===== config.mk =====
export PLATFORM = sky130hd
export DESIGN_NAME = cfg_latch_loader_flat
export DESIGN_NICKNAME = d
export VERILOG_FILES = /design/src/rtl/cfg_latch_loader_if.sv /design/src/rtl/cfg_latch_loader.sv /design/src/flat_wrapper.sv
export SDC_FILE = /design/constraint.sdc
export NUM_CORES = 1
export LEC_CHECK = 0
export CAP_MARGIN = 10
export CELL_PAD_IN_SITES_DETAIL_PLACEMENT = 0
export CELL_PAD_IN_SITES_GLOBAL_PLACEMENT = 1
export CORE_MARGIN = 2
export CORE_UTILIZATION = 39
export CTS_BUF_LIST = sky130_fd_sc_hd__clkbuf_4
export CTS_CLUSTER_SIZE = 16
export DETAILED_ROUTE_END_ITERATION = 10
export PLACE_DENSITY = 0.85
export SLEW_MARGIN = 20
export SYNTH_ARGS = -nofsm -noshare
export SYNTH_HDL_FRONTEND = slang
export SYNTH_SLANG_ARGS = --single-unit

===== constraint.sdc =====
create_clock -name clk -period 1.8 [get_ports clk]
set_clock_uncertainty 0.05 [all_clocks]
set_input_delay 0.45 -clock clk [delete_from_list [all_inputs] [get_ports clk]]
set_output_delay 0.45 -clock clk [all_outputs]
set_load 0.03 [all_outputs]

===== src/rtl/cfg_latch_loader_if.sv =====
// Serial config port plus the shared word bus / strobe lines toward the SLICEL latch column.
interface cfg_latch_loader_if #(
  parameter int MEM_SIZE   = 16,
  parameter int NUM_BLOCKS = 8
);
  logic                  start;
  logic                  cfg_valid;
  logic                  cfg_bit;
  logic                  cfg_ready;
  logic [MEM_SIZE-1:0]   config_in;
  logic [NUM_BLOCKS-1:0] comb_set;
  logic                  busy;
  logic                  done;
  logic                  err;

  modport master (output start, cfg_valid, cfg_bit,
                  input  cfg_ready, config_in, comb_set, busy, done, err);
  modport slave  (input  start, cfg_valid, cfg_bit,
                  output cfg_ready, config_in, comb_set, busy, done, err);
endinterface


===== src/rtl/cfg_latch_loader.sv =====
// Serial-to-parallel loader committing one MEM_SIZE word per latch bank with a one-hot strobe.
// Optional per-word even parity check enabled by defining CFG_PARITY_EN.
module cfg_latch_loader #(
  parameter int MEM_SIZE   = 16,
  parameter int NUM_BLOCKS = 8
) (
  input  logic              clk,
  input  logic              rst_n,
  cfg_latch_loader_if.slave bus
);
  localparam int BLK_BITS = $clog2(NUM_BLOCKS);
  localparam int CNT_BITS = $clog2(MEM_SIZE);
  localparam logic [BLK_BITS-1:0] LAST_BLK = BLK_BITS'(NUM_BLOCKS - 1);
  localparam logic [CNT_BITS-1:0] LAST_BIT = CNT_BITS'(MEM_SIZE - 1);

`ifdef CFG_PARITY_EN
  typedef enum logic [2:0] {IDLE, SHIFT, PARITY, COMMIT, DONE} state_t;
`else
  typedef enum logic [1:0] {IDLE, SHIFT, COMMIT, DONE} state_t;
`endif

  state_t                state, state_n;
  logic [BLK_BITS-1:0]   blk_idx, blk_n;
  logic [CNT_BITS-1:0]   bit_cnt, cnt_n;
  logic [MEM_SIZE-1:0]   shreg, shreg_n, shifted;
  logic [MEM_SIZE-1:0]   config_q, config_n;
  logic [NUM_BLOCKS-1:0] strobe_q, strobe_n, onehot;
  logic                  ready_q, ready_n;
  logic                  busy_q, busy_n;
  logic                  done_q, done_n;
  logic                  accept;
`ifdef CFG_PARITY_EN
  logic                  err_q, err_n;
`endif

  assign accept  = bus.cfg_valid & ready_q;
  assign shifted = {shreg[MEM_SIZE-2:0], bus.cfg_bit};
  assign onehot  = NUM_BLOCKS'(1) << blk_idx;

  // Outputs are registered from next-state so the strobe lands on the edge that takes the last bit.
  always_comb begin
    state_n  = state;
    blk_n    = blk_idx;
    cnt_n    = bit_cnt;
    shreg_n  = shreg;
    config_n = config_q;
    strobe_n = '0;
`ifdef CFG_PARITY_EN
    err_n    = err_q;
`endif
    unique case (state)
      IDLE: if (bus.start) begin
        state_n = SHIFT;
        blk_n   = '0;
        cnt_n   = '0;
`ifdef CFG_PARITY_EN
        err_n   = 1'b0;
`endif
      end
      SHIFT: if (accept) begin
        shreg_n = shifted;
        cnt_n   = bit_cnt + 1'b1;
        if (bit_cnt == LAST_BIT) begin
`ifdef CFG_PARITY_EN
          state_n = PARITY;
`else
          state_n  = COMMIT;
          config_n = shifted;
          strobe_n = onehot;
`endif
        end
      end
`ifdef CFG_PARITY_EN
      PARITY: if (accept) begin
        if (^{shreg, bus.cfg_bit} == 1'b0) begin
          state_n  = COMMIT;
          config_n = shreg;
          strobe_n = onehot;
        end else begin
          // Bad word: skip its strobe and abort the whole load.
          state_n = DONE;
          err_n   = 1'b1;
        end
      end
`endif
      COMMIT: begin
        if (blk_idx == LAST_BLK) begin
          state_n = DONE;
        end else begin
          state_n = SHIFT;
          blk_n   = blk_idx + 1'b1;
          cnt_n   = '0;
        end
      end
      DONE:    state_n = IDLE;
      default: state_n = IDLE;
    endcase
`ifdef CFG_PARITY_EN
    ready_n = (state_n == SHIFT) || (state_n == PARITY);
`else
    ready_n = (state_n == SHIFT);
`endif
    busy_n = (state_n != IDLE);
    done_n = (state_n == DONE);
  end

  always_ff @(posedge clk or negedge rst_n) begin
    if (!rst_n) begin
      state    <= IDLE;
      blk_idx  <= '0;
      bit_cnt  <= '0;
      shreg    <= '0;
      config_q <= '0;
      strobe_q <= '0;
      ready_q  <= 1'b0;
      busy_q   <= 1'b0;
      done_q   <= 1'b0;
`ifdef CFG_PARITY_EN
      err_q    <= 1'b0;
`endif
    end else begin
      state    <= state_n;
      blk_idx  <= blk_n;
      bit_cnt  <= cnt_n;
      shreg    <= shreg_n;
      config_q <= config_n;
      strobe_q <= strobe_n;
      ready_q  <= ready_n;
      busy_q   <= busy_n;
      done_q   <= done_n;
`ifdef CFG_PARITY_EN
      err_q    <= err_n;
`endif
    end
  end

  assign bus.cfg_ready = ready_q;
  assign bus.config_in = config_q;
  assign bus.comb_set  = strobe_q;
  assign bus.busy      = busy_q;
  assign bus.done      = done_q;
`ifdef CFG_PARITY_EN
  assign bus.err       = err_q;
`else
  assign bus.err       = 1'b0;
`endif

endmodule


===== src/flat_wrapper.sv =====
// flat-port wrapper written by rule: the top's interface ports become plain ports
module cfg_latch_loader_flat 
#(
  parameter int MEM_SIZE   = 16,
  parameter int NUM_BLOCKS = 8
)
  (clk, rst_n, bus_start, bus_cfg_valid, bus_cfg_bit, bus_cfg_ready, bus_config_in, bus_comb_set, bus_busy, bus_done, bus_err);
  cfg_latch_loader_if #(.MEM_SIZE(MEM_SIZE), .NUM_BLOCKS(NUM_BLOCKS)) bus_i ();
  input  logic clk;
  input  logic rst_n;
  input wire logic [$bits(bus_i.start)-1:0] bus_start;
  input wire logic [$bits(bus_i.cfg_valid)-1:0] bus_cfg_valid;
  input wire logic [$bits(bus_i.cfg_bit)-1:0] bus_cfg_bit;
  output wire logic [$bits(bus_i.cfg_ready)-1:0] bus_cfg_ready;
  output wire logic [$bits(bus_i.config_in)-1:0] bus_config_in;
  output wire logic [$bits(bus_i.comb_set)-1:0] bus_comb_set;
  output wire logic [$bits(bus_i.busy)-1:0] bus_busy;
  output wire logic [$bits(bus_i.done)-1:0] bus_done;
  output wire logic [$bits(bus_i.err)-1:0] bus_err;
  assign bus_i.start = bus_start;
  assign bus_i.cfg_valid = bus_cfg_valid;
  assign bus_i.cfg_bit = bus_cfg_bit;
  assign bus_cfg_ready = bus_i.cfg_ready;
  assign bus_config_in = bus_i.config_in;
  assign bus_comb_set = bus_i.comb_set;
  assign bus_busy = bus_i.busy;
  assign bus_done = bus_i.done;
  assign bus_err = bus_i.err;
  cfg_latch_loader #(.MEM_SIZE(MEM_SIZE), .NUM_BLOCKS(NUM_BLOCKS)) u_core (.clk(clk), .rst_n(rst_n), .bus(bus_i));
endmodule

==> qor.csv <==
stage,metric,value,unit
floorplanning,die_area,6000,um^2
drt,drc,0,
placement,dpl-instance-area,2590,um^2
worst_setup_path,rr_startpoint,u_core.blk_idx[0],
synthesis,async_flop_share,100,%
worst_hold_path,min_path_type,reg -> reg,
worst_setup_path,cp-end-kind,flop,
synthesis,synth_top_area_cell,dfrtp_1,
global_route,grt_antenna_before_repair,0,
floorplanning,core_area,5170,um^2
sta,setup_viol,0,
worst_setup_path,cp_max_fo,6,
drt,vias_per_cell,4.70,
synthesis,synth_top_family_by_area,simple AND/OR/NAND/NOR gates,
worst_setup_path,timing.rr.end,u_core.bit_cnt[2],
synthesis,synth-edff-count,0,
worst_setup_path,cp.required,2.01,ns
run,drv_cap,0,
worst_hold_path,whs_path_depth,1,
synthesis,syn_inst,183,
floorplanning,dieHeight,77.5,um
layout,num_antenna_cells,0,
clock_tree,cts.sinks,51,
floorplanning,num_rows,26,
layout,multiInputGateArea,773,um^2
sta,fmax,595,MHz
sta,maxSlewViolCount,0,
global_route,grt_use_total,12.7,%
clock_tree,htreeDepth,2,
synthesis,synth_area_per_cell,11.5,um^2
layout,fill_cells,487,
sta,period_share,93.4,%
placement,port_buffers,31,
pwr,ir_drop,515,uV
drt,dr.pass1.iters,4,
synthesis,synth.mux.area_fraction,9.51,%
drt,drt-initial-drc-count,53,
pwr,p_leak,1.46,nW
clock_tree,cts_tree,yes,
worst_setup_path,crit_path_start_kind,flop,
sta,final_hold_viol_count,0,
global_route,grt_pass1_vias,1295,
worst_setup_path,reg2reg_depth,7,
drt,ant_nets,0,
outcome,status,"complete, no violations",
synthesis,yosys-top-cells-area,"dfrtp_1 61%, nand2_1 9.6%, mux2_1 5.9%",
layout,stdcell_area,2640,um^2
clock_tree,cts_root_buffer,clkbuf_4,
synthesis,synthSimpleGateAreaFrac,17.8,%
worst_setup_path,critical_path_class,reg -> reg,
synthesis,ys_types,29,
synthesis,synth_top_area_share,60.6,%
synthesis,synth_fp_nets,195,
clock_tree,clkLatencyLatePin,0.36,ns
worst_setup_path,arrival,1.89,ns
sta,period_needed,1.68,ns
floorplanning,start_util,40.7,%
synthesis,synth-seq-cells,51,
global_route,grt_max_degree,52,
global_route,grt_pass1_wl,6.06,mm
layout,utilization,51.0,%
worst_setup_path,rrSetupSlack,0.12,ns
drt,vias,1409,
clock_tree,path_clk_slew,0.14,ns
floorplanning,io_pins,33,
sta,rsz0062_at_grt,no,
worst_hold_path,hold-path-endpoint,u_core.bus.config_in[3],
synthesis,netlist_area,2110,um^2
clock_tree,cts_max_path_buffers,2,
pwr,p_per_area,1180,nW/um^2
layout,drive_gt1_share,14.8,%
synthesis,synth-xor-area-share,0,%
synthesis,synth_ff_type,dfrtp_1,
sta,holdWs,0.449,ns
drt,wirelength,3.47,mm
layout,seq_area,1280,um^2
global_route,grt_overflow,0,
synthesis,synth_compound_area_share,4.16,%
synthesis,yosys.area_share.adder,4.16,%
placement,dpl.hpwl,2.40,mm
worst_hold_path,worstHoldStart,u_core.bus.config_in[3],
clock_tree,numCtsBuffers,5,
layout,flow.area_growth_from_synthesis,25.2,%
drt,drt-wirelength-per-cell,11.6,um
layout,nNetsFinal,241,
synthesis,ys_warn_count,0,
placement,place.gp.congestion,0.709,
synthesis,synth-seq-area-share,60.6,%
floorplanning,die_w,77.5,um
## critical path, cell delays in order, from the launching register on
cell	delay, ns
dfrtp_1	0.41
ha_2	0.20
ha_1	0.20
buf_4	0.16
nor3b_2	0.19
nor2_2	0.09
a22oi_1	0.18
mux2i_1	0.10
## cell usage in the layout (no fill, tap or decap), drive strengths merged, types with 3 or more instances in the layout
master | Yosys | routed
nand2 | 54 | 54
dfrtp | 51 | 51
dlygate4sd2 | 0 | 27
mux2 | 16 | 16
buf | 6 | 15
and3 | 7 | 7
ha | 7 | 7
inv | 6 | 6
o21ai | 6 | 6
nand3 | 6 | 6
clkbuf | 1 | 5
a21oi | 3 | 3
a22o | 3 | 3
clkdlybuf4s50 | 0 | 3
nor2 | 3 | 3
## stage by stage
stage                     std cells  TNS, ns  power [W]  setup WS [ns]
after floorplan                 183        0    0.00228         0.0325
after global placement          291    -2.13    0.00268         -0.144
after detailed placement        291    -2.16    0.00271         -0.147
after CTS                       300        0    0.00314        0.00609
after global routing            300        0    0.00335         0.0443
final                           300        0    0.00310          0.119
## layout make-up
type                    count  share of cell area, %
clock buffers               5                   1.42
clock inverters             3                  0.570
inverters                   6                  0.854
multi-input cells         119                   29.3
flip-flops and latches     51                   48.4
well taps                  70                   3.32
repair buffers             46                   16.1
## registers in the layout (all words and copies together) (netlist names)
register              flops
u_core.bus.config_in     16
u_core.shreg             15
u_core.bus.comb_set       8
u_core.bit_cnt            4
u_core.blk_idx            3
u_core.state              2
u_core.bus.busy           1
u_core.bus.cfg_ready      1
u_core.bus.done           1
## Yosys cell counts (2+ instances only)
| master | n |
|---|---|
| dfrtp_1 | 51 |
| nand2_1 | 54 |
| and2_1 | 2 |
| o21ai_0 | 6 |
| mux2i_1 | 2 |
| mux2_2 | 5 |
| nor3b_1 | 2 |
| a22o_1 | 3 |
| buf_2 | 3 |
| a21oi_1 | 3 |
| ha_1 | 7 |
| inv_1 | 6 |
| and3_1 | 7 |
| mux2_1 | 11 |
| or2_2 | 2 |
| nand3_1 | 5 |
| nor2_1 | 2 |
## where the power goes
group / internal (W) / total [W] / switching, W
logic: 0.000393 / 0.00101 / 0.000614
clock network: 0.000144 / 0.000481 / 0.000338
registers: 0.00143 / 0.00161 / 0.000187
## worst max-delay path by stage
stage | startpoint | end | depth (start not counted)
finish | u_core.blk_idx[0] | u_core.bit_cnt[2] | 7
global route | u_core.blk_idx[0] | u_core.bit_cnt[3] | 5
CTS | u_core.blk_idx[0] | u_core.bit_cnt[2] | 7
detailed placement | bus_cfg_valid | u_core.bus.config_in[14] | 5
global placement | bus_cfg_valid | u_core.bus.config_in[13] | 5
floorplan | u_core.blk_idx[0] | u_core.bit_cnt[3] | 5
## cells by family after synthesis
kind of cell,after synthesis
flops,51
mux,18
buf+inv,13
fa+ha+maj,7
compound gates,14
other cells,1
simple gates,79
## metal layers
metal	track usage (%)	wire [um]	share of wire (%)
met4	5.36	59	1.7
met2	20.6	1670	48
met3	2.79	135	3.9
met1	16.6	1610	46
met5	0	0	0
## repair_timing
action	4_1_cts	5_1_grt
pin swaps	1	1
endpoints found under the setup margin	28	2
hold endpoints to repair	13	0
resized for setup	27	4
hold buffers	1	0
setup buffers	0	0
Note: power is estimated with default switching activity, not from simulation.
==> RTL edit 1 (same flow settings) <==
Build with the macro `CFG_PARITY_EN` defined.
--- a/src/rtl/cfg_latch_loader.sv
+++ b/src/rtl/cfg_latch_loader.sv
@@ -2,2 +2,4 @@
 // Optional per-word even parity check enabled by defining CFG_PARITY_EN.
+`define CFG_PARITY_EN
+
 module cfg_latch_loader #(
Check against the original RTL: same outputs for any inputs over 10 cycles, from zero or initial values and one cycle with rst_n low; that may be too few to reach the edited logic, so the function may still have changed.
==> RTL edit 1 against the unedited design <==
  * Setup slack got worse by 0.57 ns
  * Area after synthesis up 13%
  * First-iteration DRC count down 9.4%
  * Routed wire length increased by 27%
  * Design area is 23% higher
  * Count of clock-buffer cells in the layout unchanged
  * Core utilization rose by 3.8 points
  * Maximum frequency fell by 25%
  * Largest cell class unchanged
  * Sequential cell count grew 3
  * The run now ends with negative setup slack left
Power is not compared: it rests on default switching activity, and its combinational part moved more than twofold at a synthesized area within 25%.
==> RTL edit 1: results (changes against the unedited design) <==
The run gives 23.39% (+2.8 points) as the global routing usage on met2. The aggregate routed wire length is 4420 um (+27%), and the async set-reset flop share out of synthesis is 100.0% (unchanged). The layout cell share with drive strength beyond 1 is 37.55% (+23 points). The met2 layer wire length in the routed design was 2160 um (+30%); the global routing usage summed across all routing layers was 14.87% (+2.1 points). The placer congestion estimate came out at 0.7910 (+12%).

For the cell area after placement, the log shows 3060 sq um (+18%). The peak fanout along the critical path came out at 8 (+2). The final setup TNS was -10.17 ns (-10.17 ns). The tools report the number of nets in the synthesized netlist as 191 (-2.1%).

Final critical-path setup slack: -0.4474 ns (-0.5668 ns). The path with the worst hold slack has its endpoint at u_core.shreg[0]$_DFFE_PN0P_. For this design, the slowest cell found on the critical path is sky130_fd_sc_hd__xnor3_2.

The number of nets in the layout was 264 (+9.5%); the number of cells produced by synthesis was 179 (-2.2%). The pin count of the biggest net entering global routing was 28 (-46%); the wire length on met3 was 156 um (+16%). The worst reg2reg path depth is 6 (-1). The commonest cells after synthesis are sky130_fd_sc_hd__dfrtp_1, sky130_fd_sc_hd__mux2_2, sky130_fd_sc_hd__mux2_4, sky130_fd_sc_hd__nor2_1, sky130_fd_sc_hd__xnor2_1. The met3 routing resource usage after global routing was 2.609% (-0.18 points); the cell count of the worst hold path was 2 (+1).

The share of the yosys chip area belonging to registers came out at 56.60% (-4.0 points). The startpoint identified for the worst hold timing path is bus_cfg_bit. The run gives 3136 um (+30%) as the final HPWL from detailed placement. The logs give 7472 um (+23%) for the first-pass GRT wire length and -0.7926 ns (-0.6458 ns) for the pre-CTS worst setup slack.

The data arrival time of the critical path was 2.47 ns (+0.58 ns). The type of the most critical hold path is primary input to flop. The run gives 20.41% (+3.8 points) as the met1 track utilization from global routing. By area the synthesized netlist is led by sky130_fd_sc_hd__dfrtp_1, sky130_fd_sc_hd__mux2_2, sky130_fd_sc_hd__mux2_4. For the final count of negative-setup-slack endpoints, the log shows 29 (+29). The number of unique standard cell types used by synthesis came out at 33 (+14%). The number of DRC markers after the initial detailed-route iteration was 48 (-9.4%); the stage delay of the slowest cell on the critical path was 0.48 ns (+0.07 ns). The worst hold slack is 0.3513 ns (-0.09748 ns), and the detailed-routing wirelength on met1 is 2036 um (+27%). The final reports fail on negative setup slack. Post-detailed-route via-to-cell ratio: 4.841 (+3.1%). For the placed cell count, the log shows 314 (+7.9%). The run finished, with violations left.

The dominant delay contributor by cell family on the critical path was XOR/XNOR gates. The routed length per instance works out to 13.48 um (+17%). The quantity of I/O buffers inserted on ports came out at 32 (+3.2%).
## RTL edit 1: worst max-delay path by stage
stage | end | startpoint | depth (start not counted)
floorplan | u_core.bus.config_in[0]$_DFFE_PN0P_ | u_core.shreg[13]$_DFFE_PN0P_ | 6
global placement | u_core.bus.config_in[8]$_DFFE_PN0P_ | bus_cfg_valid | 6
detailed placement | u_core.bus.config_in[6]$_DFFE_PN0P_ | bus_cfg_valid | 6
CTS | u_core.bus.config_in[11]$_DFFE_PN0P_ | u_core.shreg[12]$_DFFE_PN0P_ | 6
global route | u_core.bus.config_in[10]$_DFFE_PN0P_ | u_core.shreg[13]$_DFFE_PN0P_ | 6
finish | u_core.bus.config_in[10]$_DFFE_PN0P_ | u_core.shreg[13]$_DFFE_PN0P_ | 6
## RTL edit 1: cell type report
class / instances / area [sq um]
tap: 75 / 93.84
sequential: 54 / 1353
clock inverter: 3 / 40.04
fill: 529 / 2679
clock buffer: 5 / 37.54
inverter: 5 / 18.77
timing repair buffer: 73 / 643.1
multi-input combinational: 113 / 1056
## RTL edit 1: cells by family after synthesis
group	synth area share (%)
AND/OR/NAND/NOR	8.334
multiplexers	17.30
buffers and inverters	2.253
adder cells (fa/ha/maj)	3.669
XOR/XNOR	6.971
AO/OA/AOI/OAI	4.875
flip-flops	56.60
## RTL edit 1: timing repair
item,4_1_cts,5_1_grt
hold endpoints to repair,13,0
hold buffers,1,0
pin swaps,2,3
setup endpoints to repair,57,30
buffers inserted,4,1
resized for setup,37,5
cloned,0,0
## RTL edit 1: power groups by stage
stage / logic, mW / registers, mW / clock network [mW]
after global placement: 2.41 / 1.69 / 0
after detailed placement: 2.50 / 1.71 / 0
after global routing: 3.29 / 1.74 / 0.749
after CTS: 3.09 / 1.70 / 0.687
after floorplan: 1.44 / 1.75 / 0
final: 3.07 / 1.71 / 0.664
==> RTL edit 2 (config.mk and constraints unchanged) <==
Without the edit above. Reset style: synchronous (`rst_n`), changed in one clocked block.
--- a/src/rtl/cfg_latch_loader.sv
+++ b/src/rtl/cfg_latch_loader.sv
@@ -106,3 +106,3 @@
 
-  always_ff @(posedge clk or negedge rst_n) begin
+  always_ff @(posedge clk) begin
     if (!rst_n) begin
Check against the original RTL: differs if rst_n is asserted again (counterexample within 4 cycles, from zero or initial values and one cycle with rst_n low); with rst_n held inactive, the same outputs for 10 cycles.
==> RTL edit 2 against the unedited design <==
  * Area after synthesis fell by 11%
  * First-iteration DRC count fell by 7.5%
  * Non-clock buffer count fell by 3
  * Design area fell by 12%
  * Critical endpoint is now bus_cfg_ready
  * Cell count rose by 3.0%
  * Routed wire length fell by 1.6%
  * Register-to-register slack improved by 0.12 ns
  * Sequential cell count did not move
  * Setup slack improved by 0.033 ns
  * Largest cell class unchanged
Power is not compared: it rests on default switching activity, and its combinational part moved more than twofold at a synthesized area within 25%.
==> RTL edit 2: results (changes against the unedited design) <==
For the number of DRC markers after the initial detailed-route iteration, the log shows 49 (-7.5%). Async set-reset flop share out of synthesis: 0% (-100 points). The global routing usage summed across all routing layers was 14.04% (+1.3 points).

The beginning of the worst register-to-register path is u_core.blk_idx[0]$_SDFFE_PN0P_. The final-layout non-clock buffer area share came out at 15.85% (-0.24 points). The wire length on met3 is 101 um (-25%), and the detailed-routing wirelength on met1 is 1647 um (+2.6%). The run gives 0.4107 ns (-0.03812 ns) as the worst hold slack. The global routing usage on met2 is 22.42% (+1.8 points), and the count of buffers not belonging to the clock network in the layout is 43 (-6.5%). In the post-synthesis netlist, the biggest area contributors are sky130_fd_sc_hd__dfxtp_1, sky130_fd_sc_hd__nand2_1, sky130_fd_sc_hd__a21oi_1. In this run the most critical hold path is launched from u_core.bus.config_in[7]$_SDFFE_PN0P_. The run gives 309 (+3.0%) as the count of non-filler cells in the finished layout.

The layout cell share with drive strength beyond 1 came out at 7.451% (-7.3 points). The placer congestion estimate was 0.7561 (+6.6%). The most critical setup path has its startpoint at u_core.bus.cfg_ready$_SDFF_PN0_.

The hold path endpoint is u_core.bus.config_in[7]$_SDFFE_PN0P_. First-pass GRT wire length: 5885 um (-2.9%). Final HPWL from detailed placement: 2323 um (-3.3%). The placed cell count is 302 (+3.8%), and the peak fanout along the critical path is 4 (-2). The clock distribution area overhead in the final layout is 3.245% (+1.3 points). Worst reg2reg path depth: 6 (-1). The number of cells produced by synthesis came out at 218 (+19%).

The proportion of cell area occupied by multi-input gates was 33.37% (+4.0 points); the number of unique standard cell types used by synthesis was 25 (-14%). The achievable frequency came out at 0.6068 GHz (+2.0%). In this run the critical register-to-register path is captured at u_core.blk_idx[1]$_SDFFE_PN0P_.

The post-detailed-route via-to-cell ratio came out at 4.761 (+1.4%). The run gives 0.24 ns (+0.12 ns) as the worst setup slack for register-to-register paths. The logs give 3.292% (+0.50 points) for the met3 routing resource usage after global routing and 1611 um (-3.3%) for the met2 layer wire length in the routed design.

The number of diodes was 0 (unchanged). The met1 track utilization from global routing is 18.69% (+2.1 points), and the via count of the first global-routing pass is 1282 (-1.0%). By count the netlist is led by sky130_fd_sc_hd__nand2_1, sky130_fd_sc_hd__dfxtp_1, sky130_fd_sc_hd__a21oi_1.

The number of nets in the synthesized netlist came out at 229 (+17%). The run gives 54.47% (-6.1 points) as the share of the yosys chip area belonging to registers. Count of clock-net buffers in the final layout: 6 (+1). Cell area after placement: 2272 sq um (-12%).

The run gives 5377 sq um (-10%) as the area of the die. The slowest stage of the critical path belongs to the cell sky130_fd_sc_hd__dlygate4sd2_1. The routed length per instance came out at 11.04 um (-4.5%). The data arrival time of the critical path is 1.15 ns (-0.74 ns). The run finished with clean final reports. The count of non-CTS inverters in the layout was 3 (-3). The pre-CTS worst setup slack is -0.08262 ns (+0.06418 ns).

Number of fill cells in the layout: 468 (-3.9%). Dominant delay contributor by cell family on the critical path: buffers and inverters. The logs give 38 (-27%) for the pin count of the biggest net entering global routing and 151 (+27%) for the multi-input combinational cell count. Number of nets in the layout: 266 (+10%). The run gives 1021 sq um (-20%) as the footprint of the flip-flops and latches.
==> RTL edit 2: changes by cell type in the layout (fill, tap and decap cells not counted), sizes merged, moves of 4 or more <==
cell and delta:
o21ai -4, mux2 -16, a21oi +34, dfrtp -51, and2 +9, nand3 -4
dfxtp +51, and3 -4, nand2 +11
==> RTL edit 2: where the power goes <==
part / leakage, nW / switching, mW / internal (mW)
registers: 0.412 / 0.00330 / 1.13
clock network: 0.0417 / 0.329 / 0.302
logic: 0.520 / 0.0462 / 0.0248
total: 0.973 / 0.378 / 1.46
==> RTL edit 2: kinds of logic (layout without fill, tap and decap cells) <==
kind of cell,after synthesis,in the layout,share of synthesized area [%]
compound gates,41,41,11.22
xor+xnor,2,2,0.9348
fa+ha+maj,6,6,4.005
buf+inv,16,53,4.339
flops,51,51,54.47
other cells,1,1,0.2001
simple gates,101,101,24.83
